===== src/rtl/player_anim_ctrl_pkg.sv =====
// Shared encodings for the player animation sequencer and related animators.
package player_anim_ctrl_pkg;

  localparam logic [1:0] DIR_DOWN  = 2'd0;
  localparam logic [1:0] DIR_LEFT  = 2'd1;
  localparam logic [1:0] DIR_RIGHT = 2'd2;
  localparam logic [1:0] DIR_UP    = 2'd3;

  localparam int unsigned FRAMES_PER_DIR = 4;
  localparam int unsigned FRAME_W        = $clog2(FRAMES_PER_DIR);

  typedef enum logic [1:0] {
    ALIVE = 2'd0,
    DYING = 2'd1,
    DEAD  = 2'd2,
    SPAWN = 2'd3
  } life_state_e;

  // Sprite ROM frame index: direction selects the row, frame the column.
  function automatic logic [3:0] frame_index(input logic [1:0] d,
                                             input logic [FRAME_W-1:0] f);
    return {d, f};
  endfunction

endpackage


===== src/rtl/player_anim_ctrl_tick_gen.sv =====
// Free-running animation step generator: one-cycle tick every TICK_DIV clocks.
module anim_tick_gen #(
  parameter int unsigned TICK_DIV = 5000000
) (
  input  logic clk,
  input  logic rst,
  output logic tick
);

  localparam int unsigned CW = (TICK_DIV > 2) ? $clog2(TICK_DIV) : 1;
  localparam logic [CW-1:0] LAST = CW'(TICK_DIV - 1);

  logic [CW-1:0] cnt_q, cnt_d;

  // Next count: wrap to zero after the terminal value.
  always_comb begin
    cnt_d = cnt_q + CW'(1);
    if (cnt_q == LAST) cnt_d = '0;
  end

  assign tick = (cnt_q == LAST);

  // Counter register, cleared only by reset.
  always_ff @(posedge clk or posedge rst) begin
    if (rst) cnt_q <= '0;
    else     cnt_q <= cnt_d;
  end

endmodule


===== src/rtl/player_anim_ctrl.sv =====
// Per-player sprite frame and life-state sequencer (walk, death flash,
// dead hold, respawn invulnerability).
module player_anim_ctrl
  import player_anim_ctrl_pkg::*;
#(
  parameter int unsigned TICK_DIV    = 5000000,
  parameter int unsigned DEATH_TICKS = 8,
  parameter int unsigned SPAWN_TICKS = 16
) (
  input  logic       clk,
  input  logic       rst,
  input  logic [1:0] dir,
  input  logic       moving,
  input  logic       hit,
  input  logic       revive,
  output logic [3:0] state,
  output logic       is_dead,
  output logic       invuln,
  output logic       alive
);

  localparam int unsigned MAX_TICKS = (DEATH_TICKS > SPAWN_TICKS) ? DEATH_TICKS : SPAWN_TICKS;
  localparam int unsigned PW        = $clog2(MAX_TICKS) + 1;
  localparam logic [PW-1:0] DEATH_END  = PW'(DEATH_TICKS);
  localparam logic [PW-1:0] SPAWN_LAST = PW'(SPAWN_TICKS - 1);

  life_state_e          fsm_q, fsm_d;
  logic [FRAME_W-1:0]   frame_q, frame_d;
  logic [1:0]           dir_q, dir_d;
  logic [PW-1:0]        phase_q, phase_d;
  logic                 is_dead_q, is_dead_d;
  logic                 invuln_q, invuln_d;
  logic                 alive_q, alive_d;

  logic                 tick;
  logic [FRAME_W-1:0]   walk_frame;
  logic [1:0]           walk_dir;

  anim_tick_gen #(.TICK_DIV(TICK_DIV)) u_tick (
    .clk  (clk),
    .rst  (rst),
    .tick (tick)
  );

  // Walk animation candidate: idle resets frame, a turn restarts at frame 0
  // (taking priority over a tick), otherwise advance one frame per tick.
  always_comb begin
    walk_dir   = dir_q;
    walk_frame = frame_q;
    if (!moving) begin
      walk_frame = '0;
    end else if (dir != dir_q) begin
      walk_dir   = dir;
      walk_frame = '0;
    end else if (tick) begin
      walk_frame = frame_q + FRAME_W'(1);
    end
  end

  // Life-state next-state and registered-output logic.
  always_comb begin
    fsm_d     = fsm_q;
    frame_d   = frame_q;
    dir_d     = dir_q;
    phase_d   = phase_q;
    is_dead_d = is_dead_q;
    invuln_d  = invuln_q;
    alive_d   = alive_q;
    case (fsm_q)
      ALIVE: begin
        is_dead_d = 1'b0;
        invuln_d  = 1'b0;
        if (hit) begin
          fsm_d   = DYING;
          phase_d = '0;
          alive_d = 1'b0;
        end else begin
          frame_d = walk_frame;
          dir_d   = walk_dir;
          alive_d = 1'b1;
        end
      end
      DYING: begin
        alive_d  = 1'b0;
        invuln_d = 1'b0;
        if (phase_q == DEATH_END) begin
          fsm_d     = DEAD;
          is_dead_d = 1'b1;
        end else if (tick) begin
          is_dead_d = ~is_dead_q;
          phase_d   = phase_q + PW'(1);
        end
      end
      DEAD: begin
        if (revive) begin
          fsm_d     = SPAWN;
          phase_d   = '0;
          frame_d   = '0;
          is_dead_d = 1'b0;
          invuln_d  = 1'b1;
          alive_d   = 1'b1;
        end else begin
          is_dead_d = 1'b1;
          invuln_d  = 1'b0;
          alive_d   = 1'b0;
        end
      end
      SPAWN: begin
        frame_d   = walk_frame;
        dir_d     = walk_dir;
        is_dead_d = 1'b0;
        invuln_d  = 1'b1;
        alive_d   = 1'b1;
        // Leave on the edge of the final tick so invuln drops with it.
        if (tick) begin
          if (phase_q == SPAWN_LAST) begin
            fsm_d    = ALIVE;
            invuln_d = 1'b0;
          end else begin
            phase_d = phase_q + PW'(1);
          end
        end
      end
      default: begin
        fsm_d = ALIVE;
      end
    endcase
  end

  // State and output registers.
  always_ff @(posedge clk or posedge rst) begin
    if (rst) begin
      fsm_q     <= ALIVE;
      frame_q   <= '0;
      dir_q     <= DIR_DOWN;
      phase_q   <= '0;
      is_dead_q <= 1'b0;
      invuln_q  <= 1'b0;
      alive_q   <= 1'b1;
    end else begin
      fsm_q     <= fsm_d;
      frame_q   <= frame_d;
      dir_q     <= dir_d;
      phase_q   <= phase_d;
      is_dead_q <= is_dead_d;
      invuln_q  <= invuln_d;
      alive_q   <= alive_d;
    end
  end

  assign state   = frame_index(dir_q, frame_q);
  assign is_dead = is_dead_q;
  assign invuln  = invuln_q;
  assign alive   = alive_q;

endmodule

===== config.mk =====
export PLATFORM = sky130hd
export DESIGN_NAME = player_anim_ctrl
export DESIGN_NICKNAME = d
export VERILOG_FILES = /design/src/rtl/player_anim_ctrl_pkg.sv /design/src/rtl/player_anim_ctrl_tick_gen.sv /design/src/rtl/player_anim_ctrl.sv
export SDC_FILE = /design/constraint.sdc
export NUM_CORES = 1
export LEC_CHECK = 0
export BUFFER_PORTS_ARGS = -buffer_cell sky130_fd_sc_hd__buf_2
export CORE_MARGIN = 1.5
export CORE_UTILIZATION = 55
export CTS_BUF_LIST = sky130_fd_sc_hd__clkbuf_4
export DETAILED_ROUTE_END_ITERATION = 16
export HOLD_SLACK_MARGIN = 0.12
export PLACE_DENSITY_LB_ADDON = 0.3
export SLEW_MARGIN = 20
export SYNTH_ARGS = -nofsm -noshare
export SYNTH_HDL_FRONTEND = slang
export SYNTH_SLANG_ARGS = --single-unit

===== constraint.sdc =====
create_clock -name clk -period 2.9 [get_ports clk]
set_input_delay 0.29 -clock clk [delete_from_list [all_inputs] [get_ports clk]]
set_output_delay 0.29 -clock clk [all_outputs]
set_load 0.02 [all_outputs]

==> summary.md, run 1 <==
| Metric | Value |
|---|---|
| Post-Syn Instances | 195 |
| Place WS | 0.433 ns |
| Wl on met1 | ~1.8 mm |
| TNS Setup | 0 ns |
| Routability cong. | 0.892 |
| Via density | approximately 5.9 |
| WP data arrival | 2.75 ns |
| Final hold slack | 0.197 ns |
| Slowest-stage cell, CP | or4b_1 |
| CP bufs+invs | 0 |
| Area post-placement | 2120 µm² |
| Type of element capturing the critical path | register |
| Post-synth EDFFs | 0 |
| Share of the yosys chip area belonging to registers | 46.7% |
| First-pass GRT wire length | 6.89 mm |
| Htree depth | 2 |
| Synth area leaders | dfrtp_1, xnor2_1, ha_1 |
| Hold_sp | dir[1] |
| CP Class | register to register |
| Sw frac | 20.8% |
| Area delta synth->final | 11.4% |
| DR WL/cell | 15.1 µm |
| Flop pwr share | 57.1% |
| Fmax | 0.397 GHz |
| Pin count of the biggest net entering global routing | 21 |
| Synthesized cell area | 1990 µm² |
| PnR worst setup slack | 0.382 ns |
| Pint | 0.000719 W |
| Peak VDD IR | about 0.34 mV |
| Die footprint | 3980 µm² |
| Clock power share | 40.1% |
| Endpoints failing setup | 0 |
| Worst EP required | 3.13 ns |
| # hold bufs at CTS | 1 |
| FF+latch count, synth | 37 |
| Clk_lat worst skew | 0.34 ns |
| Syn_nets | 210 |
| Dominant cell type by area after synthesis | dfrtp_1 |
| Row cnt | 21 |
| GR Overflow Total | 0 |
| CTS Root Cell | clkbuf_4 |
| RSZ-0062 raised after global routing | false |
| Final instance area | 2210 µm² |
| Post-CTS sizing | 0 |
| Top_reg_cell synth | dfrtp_1 |
| CP Launch Point | u_tick.cnt_q[15] |
| Final period util | 86.8% |
| Fillers | between 200 and 300 |
| Leak Pwr | 1.04 nW |
| Critical path peak fanout | 8 |
| Hold Path Class | input pin to register |
| I/O pin count | 14 |
| Yosys warnings | 0 |
| Vias in the first global route | 1,528 |
| Minimum clock period | 2.52 ns |
| Post-synthesis async set-or-reset flop share | 100% |
| Psw | between 0.00015 and 0.0002 W |
| CTS tree | done |
| Slew headroom | 48.9% |
| Cell variety after synth | 46 |
| Placed Cells incl. Taps | 255 |
| Die span in x | 63.1 µm |
| N_diodes | 0 |
| Worst setup SP type | register |
| Total clock sinks | 37 |
| Worst-case clock skew | roughly 0.01 ns |
| Port Buffers | 13 |
| Hold Vio Cnt, Final | 0 |
| Post-detail-place hpwl | 3.00 mm |
| Clk pin slew, worst setup/hold paths | 0.12 ns |
| Total track usage | 22.3% |
| Top cell family by delay on the critical path | simple AND/OR/NAND/NOR gates |
| CTS Buf Count | 5 |
| Worst stage delay on the critical path | 0.54 ns |
| Initial antenna violation count | 0 |
| Layout cells sized above 1 | 17.0% |
| Max-Cap Viols | 0 |
| Initial Utilization | slightly below 60% |
| Critical Path, Cell by Cell | or4b_1 -> or4_4 -> nor2_1 -> o31ai_1 -> a41o_1 |
| DRC errors left | 0 |
| First-pass iteration count of the detailed router | 4 |
| Fin. max-slew vios | 0 |
| Status | completed |
| Worst r2r src | u_tick.cnt_q[15] |
| Finished Layout Cells | 264 |
| Comb power frac | 2.7% |
| Detailed-route via count | ~1.5k |
| Total setup buffers inserted after CTS | 0 |
| Met3 wire length | 191 µm |
| Max layer used | met4 |
| ANT nets after route | 0 |
| Post-synthesis average cell area | 10.2 µm² |
| PwrDens | 410 nW/µm² |
| Total detailed-routing wirelength | about 4 mm |
| Wire length on met2 | 1.98 mm |
| CTS max path bufs | 2 |
| Core area | between 3000 and 4000 µm² |
| Die Span Y | approximately 63 µm |
| Iteration-0 DRC count of the detailed router | between 70 and 80 |
| Top cell type's share of synthesized area | 45.3% |
| Worst slew pin tran | roughly 0.76 ns |
| Final net count | 232 |
[metrics by stage]
step                      util, %  total power [W]
after floorplan                 -         0.000542
after global placement       62.5         0.000551
after detailed placement     62.5         0.000553
after CTS                    65.3         0.000918
after global routing         65.3         0.000942
final                        65.3         0.000907
[cell families after synthesis]
family,count (synthesis),synth area share [%]
fa+ha+maj,8,5.04
xor+xnor,22,9.70
flops,37,46.7
simple gates,93,26.1
mux,6,3.46
buf+inv,13,2.52
compound gates,16,6.49
[power groups by stage]
stage,Combinational (W),Sequential (W),Clock [W]
after CTS,0.0000256,0.000518,0.000374
after global placement,0.0000233,0.000528,0
after detailed placement,0.0000245,0.000528,0
after global routing,0.0000280,0.000519,0.000395
after floorplan,0.0000117,0.000530,0
final,0.0000245,0.000518,0.000364
[cells in the final DEF (no fill, tap or decap), types with 3 or more instances in the layout]
master	synthesis	layout
buf_2	1	13
nand4_1	6	6
nor2b_1	3	3
mux2_2	3	3
xnor2_1	12	12
clkbuf_4	0	6
inv_1	12	12
nor2_1	23	23
nand3_1	18	18
dfrtp_1	36	36
nand3b_1	4	4
nor3_1	5	5
o21ai_0	4	4
nand2_1	14	14
xor2_1	10	10
ha_1	8	8
[final timing paths]
kind,to,slack [ns],depth (start not counted)
max in group asynchronous,u_tick.cnt_q[0],1.60,4
max reg2reg,phase_q[2],0.38,5
max,phase_q[2],0.38,5
min,dir_q[1],0.20,2
min in group asynchronous,dir_q[1],0.58,3
min reg2reg,u_tick.cnt_q[0],0.50,1
[layer usage]
metal / GRT usage (%) / up-vias
met5: 0 / -
met4: 8.06 / 0
met3: 5.89 / 10
met2: 35.6 / 58
met1: 29.4 / 752
li1: - / 728
[worst reg2reg max path: cells and delay by family (launching register included)]
family / cells / cell delay [ns]
and+or+nand+nor: 3 / 1.55
DFF: 1 / 0.45
AOI/OAI and AO/OA: 2 / 0.41
[layout make-up]
class                      instances  area (µm²)  share of cell area [%]
sequential                        37         927                    41.9
inverter                          12        45.0                    2.04
clock buffer                       6        45.0                    2.04
clock inverter                     2        38.8                    1.75
multi-input combinational        145        1010                    45.6
tap                               46        57.6                    2.60
timing repair buffer              16        90.1                    4.07
[state kept, by name (all words and copies together), names as in the netlist]
name	cells
phase_q	5
alive	1
u_tick.cnt_q	23
dir_q	2
is_dead	1
invuln	1
fsm_q	2
frame_q	2
[cell usage after synthesis, types with 2 or more instances]
| master | number |
|---|---|
| nand4b_1 | 2 |
| nand4_1 | 6 |
| mux2i_1 | 2 |
| xor2_1 | 10 |
| a21oi_1 | 2 |
| dfrtp_1 | 36 |
| nor4_1 | 2 |
| inv_1 | 12 |
| nand3_1 | 18 |
| nor3_1 | 5 |
| nand3b_1 | 4 |
| nand2_1 | 14 |
| nor2b_1 | 3 |
| mux2_2 | 3 |
| o21ai_0 | 4 |
| nor2_1 | 23 |
| xnor2_1 | 12 |
| ha_1 | 8 |
| and4_1 | 2 |
Note: power is estimated with default switching activity, not from simulation.
==> run 2: changes to the inputs <==
==> constraint.sdc (replaced) <==
create_clock -name clk -period 2.9 [get_ports clk]
set_input_delay 0.145 -clock clk [delete_from_list [all_inputs] [get_ports clk]]
set_output_delay 0.145 -clock clk [all_outputs]
set_load 0.02 [all_outputs]
==> run 2 against run 1 <==
- routed wire length up 5.1%
- final area up 0.51%
- utilization rose by 0.33 points
- critical path depth unchanged
- maximum frequency increased by 1.7%
- largest power group unchanged
==> summary.md, run 2 (synthesized netlist as in run 1, its figures left out) <==
| Metric | Value |
|---|---|
| Status | completed |
| Area delta synth->final | 12.0% |
| Peak VDD IR | 0.324 mV (-3.4%) |
| Initial antenna violation count | 0 (unchanged) |
| Critical Path, Cell by Cell | or4b_1 -> or4_4 -> nor2_1 -> o31ai_1 -> a41o_1 |
| CP Class | register to register |
| Pin count of the biggest net entering global routing | 36 (+71%) |
| Final hold slack | 0.170 ns (-0.0265 ns) |
| Detailed-route via count | 1,570 (+1.4%) |
| Minimum clock period | 2.48 ns (-0.0410 ns) |
| Commonest cells after routing, fill and taps aside | dfrtp_1, nor2_1, nand3_1 |
| Slew headroom | 51.5% (+2.6 points) |
| Total clock sinks | 37 (unchanged) |
| TNS Setup | 0 ns (unchanged) |
| Final net count | 236 (+1.7%) |
| Top Usage Layer GRT | met2 |
| Worst R2R Setup Slack | 0.42 ns (+0.04 ns) |
| RSZ-0062 raised after global routing | false |
| Vias in the first global route | 1,556 (+1.8%) |
| DRC errors left | 0 (unchanged) |
| R2R cell count | 5 (unchanged) |
| Layout cells sized above 1 | 16.7% (-0.31 points) |
| Worst setup SP type | register |
| Largest register by flop count | u_tick.cnt_q |
| Iteration-0 DRC count of the detailed router | 91 (+18%) |
| WP data arrival | 2.73 ns (-0.02 ns) |
| Leak Pwr | 1.04 nW (+0.18%) |
| Top cell family by delay on the critical path | simple AND/OR/NAND/NOR gates |
| First-pass GRT wire length | 7.39 mm (+7.3%) |
| Via density | 5.86 (about the same) |
| CTS Buf Count | 5 (unchanged) |
| Row cnt | 21 (unchanged) |
| Worst slew pin tran | 0.722 ns (-0.0383 ns) |
| CTS max path bufs | 2 (unchanged) |
| Htree depth | 2 (unchanged) |
| Largest registers | u_tick.cnt_q: 23 flops, phase_q: 5 flops |
| Global Route met3 Usage | 5.36% (-0.54 points) |
| CTS Root Cell | clkbuf_4 |
| Max reg flops | 23 (unchanged) |
| DR WL/cell | 15.7 µm (+3.6%) |
| Core area | 3390 µm² (unchanged) |
| Die footprint | 3980 µm² (unchanged) |
| Fmax | 0.404 GHz (+1.7%) |
| Die Span Y | 63.1 µm (unchanged) |
| Critical path peak fanout | 8 (unchanged) |
| Initial Utilization | 58.6% (unchanged) |
| Post-CTS sizing | 0 (unchanged) |
| GRT met2 Usage | 39.5% (+3.9 points) |
| Port Buffers | 13 (unchanged) |
| Worst r2r dst | phase_q[2] |
| Total track usage | 24.0% (+1.7 points) |
| Finished Core Util | 65.6% (+0.33 points) |
| # hold bufs at CTS | 5 (+4) |
| Fin. max-slew vios | 0 (unchanged) |
| CTS tree | done |
| Max-Cap Viols | 0 (unchanged) |
| Die span in x | 63.1 µm (unchanged) |
| Worst-case clock skew | 0.00811 ns (-0.00197 ns) |
| Post-detail-place hpwl | 3.06 mm (+2.0%) |
| Final period util | 85.4% (-1.4 points) |
| Routability cong. | 0.866 (-2.9%) |
| N_diodes | 0 (unchanged) |
| GR Overflow Total | 0 (unchanged) |
| Endpoints failing setup | 0 (unchanged) |
| Clk pin slew, worst setup/hold paths | 0.11 ns (about the same) |
| Clk_lat worst skew | 0.35 ns (about the same) |
| Leading cell type in the layout, fill and taps excluded | dfrtp_1 |
| Type of element capturing the critical path | register |
| PwrDens | 366 nW/µm² (-11%) |
| Hold Vio Cnt, Final | 0 (unchanged) |
| Slowest-stage cell, CP | or4_4 |
| CP bufs+invs | 0 (unchanged) |
| First-pass iteration count of the detailed router | 4 (unchanged) |
| Worst r2r src | u_tick.cnt_q[15] |
| I/O pin count | 14 (unchanged) |
| Worst stage delay on the critical path | 0.54 ns (about the same) |
| Total setup buffers inserted after CTS | 0 (unchanged) |
| M1 GR Usage | 30.5% (+1.2 points) |
| Worst EP required | 3.15 ns (+0.02 ns) |
| Hold Path Class | input pin to async pin |
| ANT nets after route | 0 (unchanged) |
| Total detailed-routing wirelength | 4.20 mm (+5.1%) |
## run 2: per-stage QoR
stage	total power (W)	std cells	cell area, µm²	setup slack (ns)
final	0.000815	268	2220	0.423
after global routing	0.000844	268	2220	0.293
after CTS	0.000824	268	2220	0.458
after detailed placement	0.000553	255	2120	0.485
after global placement	0.000551	255	2120	0.577
after floorplan	0.000542	195	1990	0.686
## run 2: metal layers
metal  part of all wire (%)  up-vias  wire [µm]
met4                    2.4        0        101
met2                     50       29       2110
li1                       -      742          -
met3                    3.6       13        152
met1                     44      786       1830
met5                      0        -          0
## run 2: worst register-to-register path: cells and delay by family, from the launching register on
family | cells | cell delay (ns)
simple gates | 3 | 1.53
flops | 1 | 0.46
compound gates | 2 | 0.38
## run 2: how the worst max path moves through the flow
stage                     start         end  slack [ns]  cells after the start
6_report       u_tick.cnt_q[15]  phase_q[2]        0.42                      5
4_1_cts        u_tick.cnt_q[15]  phase_q[2]        0.46                      5
2_1_floorplan  u_tick.cnt_q[15]    fsm_q[1]        0.69                      5
3_3_place_gp   u_tick.cnt_q[15]  phase_q[2]        0.58                      5
3_5_place_dp   u_tick.cnt_q[15]  phase_q[2]        0.48                      5
5_1_grt         u_tick.cnt_q[0]  phase_q[2]        0.29                      6
## run 2: cell type report
cell class / instances / area, µm²
multi-input cells: 145 / 1010
clock inverters: 3 / 17.5
flip-flops and latches: 37 / 927
fillers: 273 / 1160
repair buffers: 20 / 130
clock buffers: 5 / 37.5
well taps: 46 / 57.6
inverters: 12 / 45.0
## run 2: where the power goes
part	total [W]	leakage, nW	internal (W)	switching [W]
Clock	0.000268	0.0310	0.0000913	0.000177
Sequential	0.000518	0.460	0.000517	0.00000118
Combinational	0.0000290	0.548	0.0000121	0.0000169
==> run 3: changes to the inputs <==
--- a/config.mk
+++ b/config.mk
@@ -6,8 +6,10 @@
 export NUM_CORES = 1
 export LEC_CHECK = 0
 export BUFFER_PORTS_ARGS = -buffer_cell sky130_fd_sc_hd__buf_2
+export CELL_PAD_IN_SITES_DETAIL_PLACEMENT = 0
+export CELL_PAD_IN_SITES_GLOBAL_PLACEMENT = 1
 export CORE_MARGIN = 1.5
-export CORE_UTILIZATION = 55
+export CORE_UTILIZATION = 49
 export CTS_BUF_LIST = sky130_fd_sc_hd__clkbuf_4
 export DETAILED_ROUTE_END_ITERATION = 16
 export HOLD_SLACK_MARGIN = 0.12
==> run 3 against run 2 <==
- clock skew fell by 0.0028 ns
- largest power group unchanged
- critical path depth did not move
- worst setup slack improved by 0.12 ns
- die area rose by 12%
- power rose by 22%
- final area rose by 2.6%
- flip-flop and latch count did not move
- via count fell by 3.3%
- maximum frequency rose by 5.3%
- non-clock buffer count rose by 1
- combinational power barely moved
==> summary.md, run 3 (synthesized netlist as in run 1, its figures left out) <==
| Metric | Value |
|---|---|
| Top cell family by delay on the critical path | simple AND/OR/NAND/NOR gates |
| Leading cell type in the layout, fill and taps excluded | dfrtp_1 |
| Worst EP required | 3.14 ns (about the same) |
| Finished Core Util | 60.5% (-5.1 points) |
| Finished Layout Cells | 271 (+1.1%) |
| Die footprint | 4450 µm² (+12%) |
| TNS Setup | 0 ns (unchanged) |
| Total setup buffers inserted after CTS | 0 (unchanged) |
| Largest register by flop count | u_tick.cnt_q |
| Type of element capturing the critical path | register |
| WP data arrival | 2.60 ns (-0.13 ns) |
| GR Overflow Total | 0 (unchanged) |
| CTS Buf Count | 5 (unchanged) |
| Largest registers | u_tick.cnt_q: 23 flops, phase_q: 5 flops |
| Row cnt | 22 (+4.8%) |
| Final net count | 237 (+0.42%) |
| PnR worst setup slack | 0.547 ns (+0.124 ns) |
| GRT met2 Usage | 32.6% (-6.9 points) |
| M1 GR Usage | 26.0% (-4.5 points) |
| ANT nets after route | 0 (unchanged) |
| CP Class | register to register |
| Final hold slack | 0.245 ns (+0.0743 ns) |
| Final period util | 81.1% (-4.3 points) |
| First-pass GRT wire length | 6.72 mm (-9.1%) |
| First-pass iteration count of the detailed router | 4 (unchanged) |
| Post-detail-place hpwl | 2.92 mm (-4.4%) |
| Detailed-route via count | 1,518 (-3.3%) |
| Fillers | 305 (+12%) |
| Slowest-stage cell, CP | or4b_1 |
| Core area | 3770 µm² (+11%) |
| Worst slew pin tran | 0.750 ns (+0.0278 ns) |
| Die Span Y | 66.7 µm (+5.7%) |
| N_diodes | 0 (unchanged) |
| CP bufs+invs | 0 (unchanged) |
| DR WL/cell | 14.5 µm (-7.3%) |
| CTS Root Cell | clkbuf_4 |
| Hold Path Class | input pin to register |
| Die span in x | 66.7 µm (+5.7%) |
| Endpoints failing setup | 0 (unchanged) |
| Clk pin slew, worst setup/hold paths | 0.11 ns (about the same) |
| Area delta synth->final | 14.9% |
| Critical path peak fanout | 6 (-2) |
| Critical Path, Cell by Cell | or4b_1 -> or4_4 -> o31ai_4 -> nand4_2 -> mux2_4 |
| CTS max path bufs | 2 (unchanged) |
| Total detailed-routing wirelength | 3.93 mm (-6.3%) |
| Htree depth | 2 (unchanged) |
| Via density | 5.60 (-4.4%) |
| Worst setup SP type | register |
| CTS tree | done |
| Worst path depth | 5 (unchanged) |
| Port Buffers | 13 (unchanged) |
| Hold Vio Cnt, Final | 0 (unchanged) |
| Clk_lat worst skew | 0.35 ns (about the same) |
| Iteration-0 DRC count of the detailed router | 75 (-18%) |
| Peak VDD IR | 0.210 mV (-35%) |
| Initial Utilization | 52.7% (-5.9 points) |
| Max-Cap Viols | 0 (unchanged) |
| I/O pin count | 14 (unchanged) |
| Vias in the first global route | 1,544 (-0.77%) |
| Routability cong. | 0.808 (-6.7%) |
| Fmax | 0.425 GHz (+5.3%) |
| Initial antenna violation count | 0 (unchanged) |
| Slew headroom | 49.6% (-1.9 points) |
| Total track usage | 20.0% (-4.0 points) |
| Total clock sinks | 37 (unchanged) |
| Hold path cells | 3 |
| Leak Pwr | 1.07 nW (+2.9%) |
| Top Usage Layer GRT | met2 |
| Worst stage delay on the critical path | 0.54 ns (about the same) |
| Global Route met3 Usage | 5.57% (+0.22 points) |
| Max reg flops | 23 (unchanged) |
| Commonest cells after routing, fill and taps aside | dfrtp_1, nor2_1, nand3_1 |
| Pin count of the biggest net entering global routing | 21 (-42%) |
| PwrDens | 435 nW/µm² (+19%) |
| Fin. max-slew vios | 0 (unchanged) |
| Minimum clock period | 2.35 ns (-0.124 ns) |
| Status | completed |
| Worst-case clock skew | 0.00534 ns (-0.00277 ns) |
| Placed Cells incl. Taps | 258 (+1.2%) |
| Layout cells sized above 1 | 17.0% (+0.37 points) |
| Place WS | 0.576 ns (+0.0914 ns) |
| DRC errors left | 0 (unchanged) |
| R2R cell count | 5 (unchanged) |
| RSZ-0062 raised after global routing | false |
-- run 3: cell types whose count changed in the layout (fill, tap and decap cells not counted) --
| cell | change |
|---|---|
| bufinv_16 | +2 |
| buf_4 | +1 |
| clkinv_2 | -1 |
| clkinvlp_4 | -1 |
-- run 3: metal layers --
layer / routed length [µm] / up-vias / part of all wire (%)
li1: - / 738 / -
met2: 1800 / 31 / 46
met1: 1920 / 745 / 49
met3: 174 / 4 / 4.4
met5: 0 / - / 0
met4: 30 / 0 / 0.76
-- run 3: worst min-delay path, stage by stage --
cell and delay, ns:
buf_2 0.08, and3b_1 0.18, mux2_2 0.16
-- run 3: timing repair --
item,4_1_cts,5_1_grt
hold buffers,5,0
setup endpoints to repair,0,0
gates resized for setup,0,0
endpoints found under the hold margin,20,0
-- run 3: per-stage QoR --
| step | instance area (µm²) | total power [W] |
|---|---|---|
| 2_1_floorplan | 1990 | 0.000542 |
| 3_3_place_gp | 2130 | 0.000552 |
| 3_5_place_dp | 2130 | 0.000553 |
| 4_1_cts | 2280 | 0.00100 |
| 5_1_grt | 2280 | 0.00103 |
| 6_report | 2280 | 0.000992 |
-- run 3: worst paths after layout --
| path | start | end | slack [ns] |
|---|---|---|---|
| worst max register to register | u_tick.cnt_q[15] | fsm_q[1] | 0.55 |
| min in group asynchronous | rst | u_tick.cnt_q[9] | 0.42 |
| worst max-delay path | u_tick.cnt_q[15] | fsm_q[1] | 0.55 |
| max in group asynchronous | rst | u_tick.cnt_q[21] | 1.75 |
| worst min-delay path | moving | dir_q[0] | 0.24 |
| worst min register to register | u_tick.cnt_q[0] | u_tick.cnt_q[0] | 0.50 |
-- run 3: final cells by class --
| type | count | area [µm²] | share of cell area [%] |
|---|---|---|---|
| clock inverters | 3 | 65.1 | 2.85 |
| clock buffers | 5 | 37.5 | 1.64 |
| repair buffers | 21 | 138 | 6.03 |
| flip-flops and latches | 37 | 927 | 40.6 |
| multi-input cells | 145 | 1010 | 44.2 |
| well taps | 48 | 60.1 | 2.63 |
| inverters | 12 | 45.0 | 1.97 |
-- run 3: where the power goes --
| group | switching, W | internal [W] | total, W |
|---|---|---|---|
| clock network | 0.000178 | 0.000267 | 0.000445 |
| logic | 0.0000172 | 0.0000120 | 0.0000292 |
| registers | 0.00000110 | 0.000517 | 0.000518 |
| total | 0.000196 | 0.000796 | 0.000992 |
